--- src/rtl/ws2812_pattern_engine_if.sv ---
// Frame handoff between the pattern engine and the ws2812_chain serializer.
interface ws2812_pattern_engine_if #(
  parameter int NUM_LEDS = 16
);
  logic                     chain_start;
  logic                     chain_done;
  logic [NUM_LEDS*24-1:0]   led_data;

  modport master (output chain_start, output led_data, input chain_done);
  modport slave  (input chain_start, input led_data, output chain_done);
endinterface

--- src/rtl/ws2812_pattern_engine.sv ---
// Frame-based WS2812 animation engine: builds one GRB frame per frame period,
// one LED per cycle, then hands it to ws2812_chain via start/done.
//
// state       | meaning
// ------------+-----------------------------------------------------------
// S_IDLE      | waiting for a frame tick
// S_LATCH     | sample pattern/brightness, clear animation on pattern change
// S_BUILD     | write one LED word per cycle into led_data
// S_START     | one cycle before the registered chain_start pulse
// S_WAIT_DONE | frame shifting out; commit and animate on chain_done
module ws2812_pattern_engine #(
  parameter int          NUM_LEDS     = 16,
  parameter int          FRAME_CYCLES = 2_083_333,
  parameter int          BLINK_FRAMES = 30,
  parameter int          CHASE_FRAMES = 4,
  parameter int          FADE_STEP    = 4,
  parameter int          HUE_STEP     = 8,
  parameter int          HUE_SPACING  = 64,
  parameter logic [23:0] COLOR_A      = 24'h00FF00,
  parameter logic [23:0] COLOR_B      = 24'h0000FF
) (
  input  logic        clk,
  input  logic        rst_n,
  input  logic [2:0]  pattern_select,
  input  logic [7:0]  brightness,
  input  logic        enable,
  output logic        busy,
  output logic [15:0] frame_count,
  output logic        overrun,
  ws2812_pattern_engine_if.master chain
);

  localparam int TW = $clog2(FRAME_CYCLES + 1);
  localparam int IW = $clog2(NUM_LEDS);

  typedef enum logic [2:0] {S_IDLE, S_LATCH, S_BUILD, S_START, S_WAIT_DONE} state_t;

  state_t          state;
  logic [TW-1:0]   timer;
  logic            tick;
  logic [2:0]      pat_r;
  logic [7:0]      bri_r;
  logic [2:0]      last_pattern;
  logic [IW-1:0]   led_idx;
  logic [IW-1:0]   chase_pos;
  logic [15:0]     chase_cnt;
  logic            blink_phase;
  logic [15:0]     blink_cnt;
  logic [7:0]      fade_level;
  logic            fade_down;
  logic [10:0]     hue_offset;
  logic [31:0]     hue_sum;
  logic [10:0]     hue;
  logic [23:0]     raw;
  logic [23:0]     colour;

  function automatic logic [23:0] hsv_grb(input logic [10:0] h);
    logic [7:0] r, g, b, rem;
    rem = h[7:0];
    r = 8'd0; g = 8'd0; b = 8'd0;
    case (h[10:8])
      3'd0: begin r = 8'd255;       g = rem;          b = 8'd0;         end
      3'd1: begin r = 8'd255 - rem; g = 8'd255;       b = 8'd0;         end
      3'd2: begin r = 8'd0;         g = 8'd255;       b = rem;          end
      3'd3: begin r = 8'd0;         g = 8'd255 - rem; b = 8'd255;       end
      3'd4: begin r = rem;          g = 8'd0;         b = 8'd255;       end
      3'd5: begin r = 8'd255;       g = 8'd0;         b = 8'd255 - rem; end
      default: begin r = 8'd0; g = 8'd0; b = 8'd0; end
    endcase
    return {g, r, b};
  endfunction

  // bri+1 keeps 255 an exact identity and 0 a full blackout
  function automatic logic [7:0] scale(input logic [7:0] c, input logic [7:0] b);
    logic [15:0] p;
    p = {8'd0, c} * ({8'd0, b} + 16'd1);
    return p[15:8];
  endfunction

  assign tick = enable && (timer == TW'(FRAME_CYCLES - 1));

  // Frame period timer, parked at 0 while disabled
  always_ff @(posedge clk or negedge rst_n) begin
    if (!rst_n)                               timer <= '0;
    else if (!enable)                         timer <= '0;
    else if (timer == TW'(FRAME_CYCLES - 1))  timer <= '0;
    else                                      timer <= timer + 1'b1;
  end

  // Raw pattern colour of the LED being built, then brightness scaling
  always_comb begin
    hue_sum = 32'(hue_offset) + 32'(led_idx) * 32'(HUE_SPACING);
    hue     = 11'(hue_sum % 32'd1536);
    raw     = 24'h0;
    case (pat_r)
      3'd0: raw = (led_idx == chase_pos) ? COLOR_A : 24'h0;
      3'd1: raw = blink_phase ? COLOR_A : 24'h0;
      3'd2: raw = (led_idx[0] ^ blink_phase) ? 24'h0 : COLOR_B;
      3'd3: raw = {fade_level, 16'h0};
      3'd4: raw = hsv_grb(hue);
      default: raw = 24'h0;
    endcase
    colour = {scale(raw[23:16], bri_r), scale(raw[15:8], bri_r), scale(raw[7:0], bri_r)};
  end

  // Frame sequencer, frame buffer and per-frame animation state
  always_ff @(posedge clk or negedge rst_n) begin
    if (!rst_n) begin
      state             <= S_IDLE;
      pat_r             <= 3'd0;
      bri_r             <= 8'd0;
      last_pattern      <= 3'd0;
      led_idx           <= '0;
      chase_pos         <= '0;
      chase_cnt         <= 16'(CHASE_FRAMES - 1);
      blink_phase       <= 1'b0;
      blink_cnt         <= 16'(BLINK_FRAMES - 1);
      fade_level        <= 8'd0;
      fade_down         <= 1'b0;
      hue_offset        <= 11'd0;
      busy              <= 1'b0;
      frame_count       <= 16'd0;
      overrun           <= 1'b0;
      chain.chain_start <= 1'b0;
      chain.led_data    <= '0;
    end else begin
      chain.chain_start <= 1'b0;
      if (tick && state != S_IDLE) overrun <= 1'b1;
      case (state)
        S_IDLE: if (tick) state <= S_LATCH;
        S_LATCH: begin
          pat_r   <= pattern_select;
          bri_r   <= brightness;
          led_idx <= '0;
          busy    <= 1'b1;
          if (pattern_select != last_pattern) begin
            last_pattern <= pattern_select;
            chase_pos    <= '0;
            chase_cnt    <= 16'(CHASE_FRAMES - 1);
            blink_phase  <= 1'b0;
            blink_cnt    <= 16'(BLINK_FRAMES - 1);
            fade_level   <= 8'd0;
            fade_down    <= 1'b0;
            hue_offset   <= 11'd0;
          end
          state <= S_BUILD;
        end
        S_BUILD: begin
          chain.led_data[32'(led_idx)*24 +: 24] <= colour;
          if (led_idx == IW'(NUM_LEDS - 1)) state <= S_START;
          else                              led_idx <= led_idx + 1'b1;
        end
        S_START: begin
          chain.chain_start <= 1'b1;
          state             <= S_WAIT_DONE;
        end
        S_WAIT_DONE: if (chain.chain_done) begin
          busy        <= 1'b0;
          frame_count <= frame_count + 16'd1;
          if (chase_cnt == 16'd0) begin
            chase_cnt <= 16'(CHASE_FRAMES - 1);
            chase_pos <= (chase_pos == IW'(NUM_LEDS - 1)) ? '0 : chase_pos + 1'b1;
          end else chase_cnt <= chase_cnt - 16'd1;
          if (blink_cnt == 16'd0) begin
            blink_cnt   <= 16'(BLINK_FRAMES - 1);
            blink_phase <= ~blink_phase;
          end else blink_cnt <= blink_cnt - 16'd1;
          if (!fade_down) begin
            if ({1'b0, fade_level} + 9'(FADE_STEP) >= 9'd255) begin
              fade_level <= 8'd255;
              fade_down  <= 1'b1;
            end else fade_level <= fade_level + 8'(FADE_STEP);
          end else begin
            if ({1'b0, fade_level} <= 9'(FADE_STEP)) begin
              fade_level <= 8'd0;
              fade_down  <= 1'b0;
            end else fade_level <= fade_level - 8'(FADE_STEP);
          end
          hue_offset <= 11'((32'(hue_offset) + 32'(HUE_STEP)) % 32'd1536);
          state      <= S_IDLE;
        end
        default: state <= S_IDLE;
      endcase
    end
  end

endmodule

--- src/flat_wrapper.sv ---
// flat-port wrapper written by rule: the top's interface ports become plain ports
module ws2812_pattern_engine_flat 
#(
  parameter int          NUM_LEDS     = 16,
  parameter int          FRAME_CYCLES = 2_083_333,
  parameter int          BLINK_FRAMES = 30,
  parameter int          CHASE_FRAMES = 4,
  parameter int          FADE_STEP    = 4,
  parameter int          HUE_STEP     = 8,
  parameter int          HUE_SPACING  = 64,
  parameter logic [23:0] COLOR_A      = 24'h00FF00,
  parameter logic [23:0] COLOR_B      = 24'h0000FF
)
  (clk, rst_n, pattern_select, brightness, enable, busy, frame_count, overrun, chain_chain_start, chain_led_data, chain_chain_done);
  ws2812_pattern_engine_if #(.NUM_LEDS(NUM_LEDS)) chain_i ();
  input  logic clk;
  input  logic rst_n;
  input  logic [2:0] pattern_select;
  input  logic [7:0] brightness;
  input  logic enable;
  output logic busy;
  output logic [15:0] frame_count;
  output logic overrun;
  output wire logic [$bits(chain_i.chain_start)-1:0] chain_chain_start;
  output wire logic [$bits(chain_i.led_data)-1:0] chain_led_data;
  input wire logic [$bits(chain_i.chain_done)-1:0] chain_chain_done;
  assign chain_chain_start = chain_i.chain_start;
  assign chain_led_data = chain_i.led_data;
  assign chain_i.chain_done = chain_chain_done;
  ws2812_pattern_engine #(.NUM_LEDS(NUM_LEDS), .FRAME_CYCLES(FRAME_CYCLES), .BLINK_FRAMES(BLINK_FRAMES), .CHASE_FRAMES(CHASE_FRAMES), .FADE_STEP(FADE_STEP), .HUE_STEP(HUE_STEP), .HUE_SPACING(HUE_SPACING), .COLOR_A(COLOR_A), .COLOR_B(COLOR_B)) u_core (.clk(clk), .rst_n(rst_n), .pattern_select(pattern_select), .brightness(brightness), .enable(enable), .busy(busy), .frame_count(frame_count), .overrun(overrun), .chain(chain_i));
endmodule
--- config.mk ---
export PLATFORM = sky130hd
export DESIGN_NAME = ws2812_pattern_engine_flat
export DESIGN_NICKNAME = d
export VERILOG_FILES = /design/src/rtl/ws2812_pattern_engine_if.sv /design/src/rtl/ws2812_pattern_engine.sv /design/src/flat_wrapper.sv
export SDC_FILE = /design/constraint.sdc
export NUM_CORES = 1
export LEC_CHECK = 0
export CORE_MARGIN = 3
export CORE_UTILIZATION = 45
export DETAILED_ROUTE_END_ITERATION = 8
export PLACE_DENSITY = 0.7
export SLEW_MARGIN = 20
export SYNTH_ARGS = -nofsm -noshare
export SYNTH_HDL_FRONTEND = slang
export SYNTH_SLANG_ARGS = --single-unit
--- constraint.sdc ---
create_clock -name clk -period 7.93 [get_ports clk]
set_input_delay 1.9825 -clock clk [delete_from_list [all_inputs] [get_ports clk]]
set_output_delay 1.9825 -clock clk [all_outputs]
set_load 0.02 [all_outputs]
* After elaboration in Yosys (flattened, before gate mapping)
Cells that the tools add are included.
** Word-level totals
- Register bits after elaboration :: 502
- Logic and storage cells :: 140
** Cells by class
- Add/subtract/negate cells :: 14
- Multiply operators :: 4
- Div/mod/pow operators :: 2
- $lt $le $gt $ge :: 2
- Eq/ne operators :: 25
- Shift operators :: 2
- Mux-type cells :: 50
- Bitwise operators :: 2
- Reductions and logical operators :: 21
** Operator list (count)
- 384-bit bitwise mux :: 1
- 24-bit by 34-bit variable shift with 384-bit output, first input constant :: 1
- 24-bit by 34-bit variable part select with 384-bit output :: 1
- 16-bit 2-to-1 mux :: 8
- 24-bit one-hot mux with 5 select lines :: 1
- 8-bit one-hot mux with 3 select lines :: 3
- 32-bit by 11-bit remainder unit with 32-bit output, second input constant :: 2
- 16-bit one-hot mux with 2 select lines :: 2
- 8-bit by 16-bit multiplier with 16-bit output :: 3
- 8-bit 2-to-1 mux :: 6
- 21-bit 2-to-1 mux :: 2
- 9-bit negator with 34-bit output :: 1
- 16-bit logical NOT :: 2
- 16-bit by 1-bit subtractor with 16-bit output, second input constant :: 2
- 11-bit 2-to-1 mux :: 2
- 11-bit one-hot mux with 2 select lines :: 1
- 21-bit by 1-bit adder with 21-bit output, second input constant :: 1
- 21-bit equality test, second input constant :: 1
- 4-bit 2-to-1 mux :: 5
- 3-bit by 2-bit equality test with 1-bit output, second input constant :: 6
- 16-bit by 1-bit adder with 16-bit output, second input constant :: 1
- 4-bit one-hot mux with 2 select lines :: 2
- 8-bit one-hot mux with 2 select lines :: 1
- 3-bit one-hot mux with 5 select lines :: 1
- other kinds (31) :: 66

* Depth between registers and ports, before layout
Gate-level depths: netlist (run 1).
- Depth after elaboration :: 9
- Depth in mapped cells :: 40
- Depth with buffers taken out :: 38

* Least setup slack after synthesis (run 1)
OpenSTA, ideal clock, no wires.
- Kind :: register to register
- From :: register u_core.led_idx[0]
- To :: register u_core.chain.led_data[86]
- Setup time :: 0.137 ns
- Arrival :: 8.666 ns
- Data required time :: 7.793 ns
- Slack :: -0.873 ns
- Stages on the path, launching flop included :: 36
- Buffers on the path :: 1
- Cells stage by stage :: dfrtp_1 -> ha_1 -> inv_1 -> fa_1 -> nor2b_1 -> nor2_1 -> nor2_1 -> o21ai_0 -> o221a_2 -> ha_1 -> nand2b_1 -> and3_1 -> o311a_1 -> o31ai_2 -> and3b_1 -> or2_1 -> o21ai_0 -> a21boi_1 -> and2_1 -> fa_1 -> fa_1 -> fa_1 -> inv_1 -> fa_1 -> inv_1 -> ha_1 -> nand2_1 -> nand2_1 -> a2111oi_0 -> a211oi_2 -> a211oi_1 -> xor2_1 -> buf_2 -> mux2i_1 -> a22oi_1 -> a21oi_1
** Between the ends
- Cells in the longest elaborated chain, start to end :: 9
** RTL lines
- start: declaration :: RTL line ws2812_pattern_engine.sv:44 : logic [IW-1:0] led_idx;
- start signal: assignment :: RTL line ws2812_pattern_engine.sv:151 : else led_idx <= led_idx + 1'b1;
- branches (longest 8 deep; another with 32-bit by 11-bit remainder unit with 32-bit output)
- 384-bit bitwise mux * :: RTL line ws2812_pattern_engine.sv:149 : chain.led_data[32'(led_idx)*24 +: 24] <= colour;
- end signal: indexed assignment :: RTL line ws2812_pattern_engine.sv:149
- end: declaration :: RTL line ws2812_pattern_engine_if.sv:9 : modport master (output chain_start, output led_data, input chain_done);
Mark *: on every way between the ends.
A chain may end at the register's enable or synchronous reset.

* Worst setup path after layout (run 1)
- From :: register u_core.hue_offset[6]
- To :: register u_core.chain.led_data[365]
** Between the ends
- Cells in the longest elaborated chain, start to end :: 9
** RTL lines
- start: declaration :: RTL line ws2812_pattern_engine.sv:51 : logic [10:0] hue_offset;
- start signal: assignment :: RTL line ws2812_pattern_engine.sv:179 : hue_offset <= 11'((32'(hue_offset) + 32'(HUE_STEP)) % 32'd1536);
- 11-bit by 10-bit adder with 12-bit output * :: RTL line ws2812_pattern_engine.sv:92 : hue_sum = 32'(hue_offset) + 32'(led_idx) * 32'(HUE_SPACING);
- 32-bit by 11-bit remainder unit with 32-bit output * :: RTL line ws2812_pattern_engine.sv:93 : hue = 11'(hue_sum % 32'd1536);
- branches (longest 3 deep; another with 8-bit subtractor)
- 24-bit one-hot mux with 5 select lines * :: RTL line ws2812_pattern_engine.sv:95 : case (pat_r)
- 8-bit by 16-bit multiplier with 16-bit output :: RTL line ws2812_pattern_engine.sv:76 : p = {8'd0, c} * ({8'd0, b} + 16'd1);
- 24-bit by 34-bit variable part select with 384-bit output * :: RTL line ws2812_pattern_engine.sv:149
- 384-bit bitwise mux * :: RTL line ws2812_pattern_engine.sv:149
Marks and branches as above.

==> results of run 1 <==
## routing by layer
metal	part of all wire [%]	track usage [%]	wire length, µm
met5	0	0	0
met4	4.4	10.9	4660
met3	10	9.36	10800
met2	45	44.6	48300
met1	40	38.2	43000
## kinds of logic after synthesis
family	synth area share, %
AO/OA/AOI/OAI	16.0
XOR/XNOR	3.47
adder cells (fa/ha/maj)	13.5
buffers and inverters	4.61
flip-flops	42.0
multiplexers	3.19
AND/OR/NAND/NOR	17.3
## synthesized netlist by cell type, types with 7 or more instances
cell type | number | area share [%]
dfrtp_1 | 492 | 41
nand2_1 | 466 | 5.9
nor2_1 | 392 | 5.0
o21ai_0 | 260 | 4.4
inv_1 | 213 | 2.7
a21oi_1 | 207 | 3.5
ha_1 | 125 | 5.3
fa_1 | 122 | 8.2
clkbuf_1 | 120 | 1.5
mux2_2 | 66 | 2.5
nand3_1 | 61 | 1.0
xnor2_1 | 58 | 1.7
nor3_1 | 48 | 0.81
xor2_1 | 43 | 1.3
a22oi_1 | 42 | 1.1
nand2b_1 | 38 | 0.80
and2_1 | 23 | 0.48
o21ai_1 | 23 | 0.39
a31oi_1 | 22 | 0.46
nor2b_1 | 21 | 0.44
nor4_1 | 21 | 0.44
and3_1 | 19 | 0.40
mux2i_1 | 19 | 0.64
or3_1 | 19 | 0.40
o21a_1 | 17 | 0.43
a21o_1 | 14 | 0.35
a22o_1 | 13 | 0.38
buf_2 | 13 | 0.22
or2_2 | 13 | 0.27
nand4_1 | 12 | 0.25
a221oi_2 | 11 | 0.56
a2bb2oi_1 | 11 | 0.32
a221oi_1 | 10 | 0.29
a211oi_1 | 9 | 0.23
a222oi_1 | 9 | 0.30
o211ai_1 | 9 | 0.23
o31ai_1 | 9 | 0.23
o22ai_1 | 7 | 0.15
## flip-flops by register name (all words and copies together) (netlist names), 4 cells and up
register               count
u_core.blink_cnt          16
u_core.hue_offset          8
u_core.timer              21
u_core.bri_r               8
u_core.led_idx             4
u_core.frame_count        16
u_core.chase_pos           4
u_core.chase_cnt          16
u_core.chain.led_data    384
u_core.fade_level          7
## cell type report
| class | count | area, µm² |
|---|---|---|
| diodes | 1 | 2.50 |
| multi-input cells | 2365 | 19000 |
| fillers | 5087 | 22100 |
| flip-flops and latches | 498 | 12500 |
| repair buffers | 819 | 7800 |
| clock inverters | 18 | 210 |
| well taps | 855 | 1070 |
| inverters | 213 | 800 |
| clock buffers | 80 | 1570 |
## repair_timing
action / in CTS / in global routing
setup endpoints to repair: 372 / 381
cloned: 2 / 4
pin swaps: 78 / 215
hold buffers: 0 / 0
resized for setup: 160 / 609
setup buffers: 35 / 50
## worst max-delay path by stage
stage	end	slack, ns	cells past startpoint
after floorplan	u_core.chain.led_data[173]$_DFFE_PN0P_	-0.28	35
after global placement	u_core.chain.led_data[133]$_DFFE_PN0P_	-0.30	38
after detailed placement	u_core.chain.led_data[343]$_DFFE_PN0P_	-0.40	37
after CTS	u_core.chain.led_data[195]$_DFFE_PN0P_	-0.10	36
after global routing	u_core.chain.led_data[365]$_DFFE_PN0P_	-0.49	39
final	u_core.chain.led_data[365]$_DFFE_PN0P_	-0.21	38
## worst reg2reg max path: cells and delay by family (launching register included)
family	cells	cell delay [ns]
simple gates	10	1.87
flops	1	0.38
mux	1	0.26
fa+ha+maj	8	3.00
xor+xnor	1	0.17
buf+inv	9	0.84
compound gates	9	1.45
## cell usage in the layout (no fill, tap or decap), types with 49 or more instances in the layout
cell type        count
ha_1               110
o21ai_0             87
inv_1              196
o21ai_1             49
buf_4              298
a21oi_2             88
clkdlybuf4s50_1    416
clkbuf_16           55
o21ai_2            144
dfrtp_1            490
a21oi_1            106
nand2_1            451
fa_1               118
buf_6               80
nor2_1             369
nand3_1             55
xnor2_1             51
## per-stage QoR
stage,utilization [%],hold slack (ns)
6_report,66.0,0.472
5_1_grt,66.0,0.496
4_1_cts,61.9,0.483
3_5_place_dp,57.6,0.470
3_3_place_gp,57.6,0.461
2_1_floorplan,-,0.461
## power breakdown
| part | total [W] | switching [W] | internal (W) | leakage, nW |
|---|---|---|---|---|
| Clock | 0.00253 | 0.00109 | 0.00144 | 0.880 |
| Sequential | 0.00256 | 0.0000129 | 0.00255 | 6.85 |
| Combinational | 0.000122 | 0.0000848 | 0.0000367 | 11.3 |
| Total | 0.00522 | 0.00119 | 0.00403 | 19.1 |
==> flow_summary.ini, run 1 <==
[timing]
final_max_slew_viol_count = 8
rsz0062_at_grt = yes
fmax_mhz = 123
fin_skew_ns = 0.0375
min_period_ns = 8.14
finalSetupTns_ns = -17.47
tightest_slew_ns = 1.52
worst_slack_ns = -0.205
setup_viol = 192
slew_headroom_pct = -2.12
hold_viol_final = 0
period_share_pct = 103

[floorplanning]
die-area_um2 = 69100
rows = 93
start_util_pct = 45.8
core-area_um2 = 64900
ioPinCount = 418
dieHeight_um = 263
die_x_um = 263

[outcome]
status = finished with violations
violations = design-rule violations, max-capacitance violations, max-slew violations, negative setup slack

[logic_synthesis]
synth_fp_nets = 3479
yosysSeqAreaShare_pct = 42.0
synth_seq_cells = 498
syn_inst = 3217
ys_types = 100
synth_edf_count = 0
synth.avg_cell_area_um2 = 9.24
syn_area_um2 = 29700
yosysWarningCount = 0
synth_flop_cell = dfrtp_1
synth-async-reset-ratio_pct = 100

[clock_network]
htree_levels = 2
cts_max_path_buffers = 3
cts-root-buf = clkbuf_16
numCtsBuffers = 53
cts_tree = yes
path_clk_slew_ns = 0.06
cts_sinks = 498
worst_skew_pair.late_latency_ns = 0.65

[grt]
grt.total_usage_pct = 28.9
grt_overflow = 0
antenna_found_initial = 1
grt_max_degree = 160
grt_pass1_wl_um = 157000
grt_pass1_vias = 26700

[route]
routed_via_density = 5.74
drc_errors = 6
ant_nets = 0
num_vias = 27800
initialDrtViolationCount = 2628
drt-total-wl_um = 107000
post_drt_wl_per_cell_um = 22.0
drt_first_pass_iters = 9

[final_layout]
drive_above_1_share_pct = 27.7
postLayoutCellArea_um2 = 42900
fin_cells = 4849
final_net_count = 4212
area_growth_pct = 44.3

[placement]
place_worst_setup_slack_ns = -0.400
dp_cells = 4665
dpl.hpwl_um = 76900
post_dp_cell_area_um2 = 37400
gp_congestion = 1.03
io_buffer_count = 417

[power_and_ir_drop]
total_power_w = 0.00522
ir_drop_mv = 0.146
p_per_area_nw_per_um2 = 122
p_leak_nw = 19.1

[worst_setup_path]
path_buf_inv = 9
cp-startpoint = u_core.hue_offset[6]$_DFFE_PN0P_
critPathLaunchType = flop
cp.arrival_ns = 8.61
crit_family = adder cells
cp_slowest_stage_delay_ns = 0.55
crit_path_top_delay_cell = fa_1
worstRegToRegCells = 38
required_ns = 8.41
critPathMaxFanout = 6
r2r-start = u_core.hue_offset[6]$_DFFE_PN0P_
worstReg2RegEnd = u_core.chain.led_data[365]$_DFFE_PN0P_
regToRegSetupSlack_ns = -0.21
cp-end-kind = flop
crit_type = flop to flop

[hold_path]
hold_path_depth = 2
min_path_type = flop to flop
min_from = u_core.chain.led_data[249]$_DFFE_PN0P_
holdPathEnd = u_core.chain.led_data[249]$_DFFE_PN0P_

[flow_run]
cap_violations = 1
Note: power is estimated with default switching activity, not from simulation.
==> run 2: changes to the inputs <==
--- a/config.mk
+++ b/config.mk
@@ -8,6 +8,7 @@
 export CORE_MARGIN = 3
 export CORE_UTILIZATION = 45
 export DETAILED_ROUTE_END_ITERATION = 8
+export HOLD_SLACK_MARGIN = 0.1
 export PLACE_DENSITY = 0.7
 export SLEW_MARGIN = 20
 export SYNTH_ARGS = -nofsm -noshare
==> results of run 2 <==
Same layout as run 1: the final DEF is identical, and so are final timing and power.
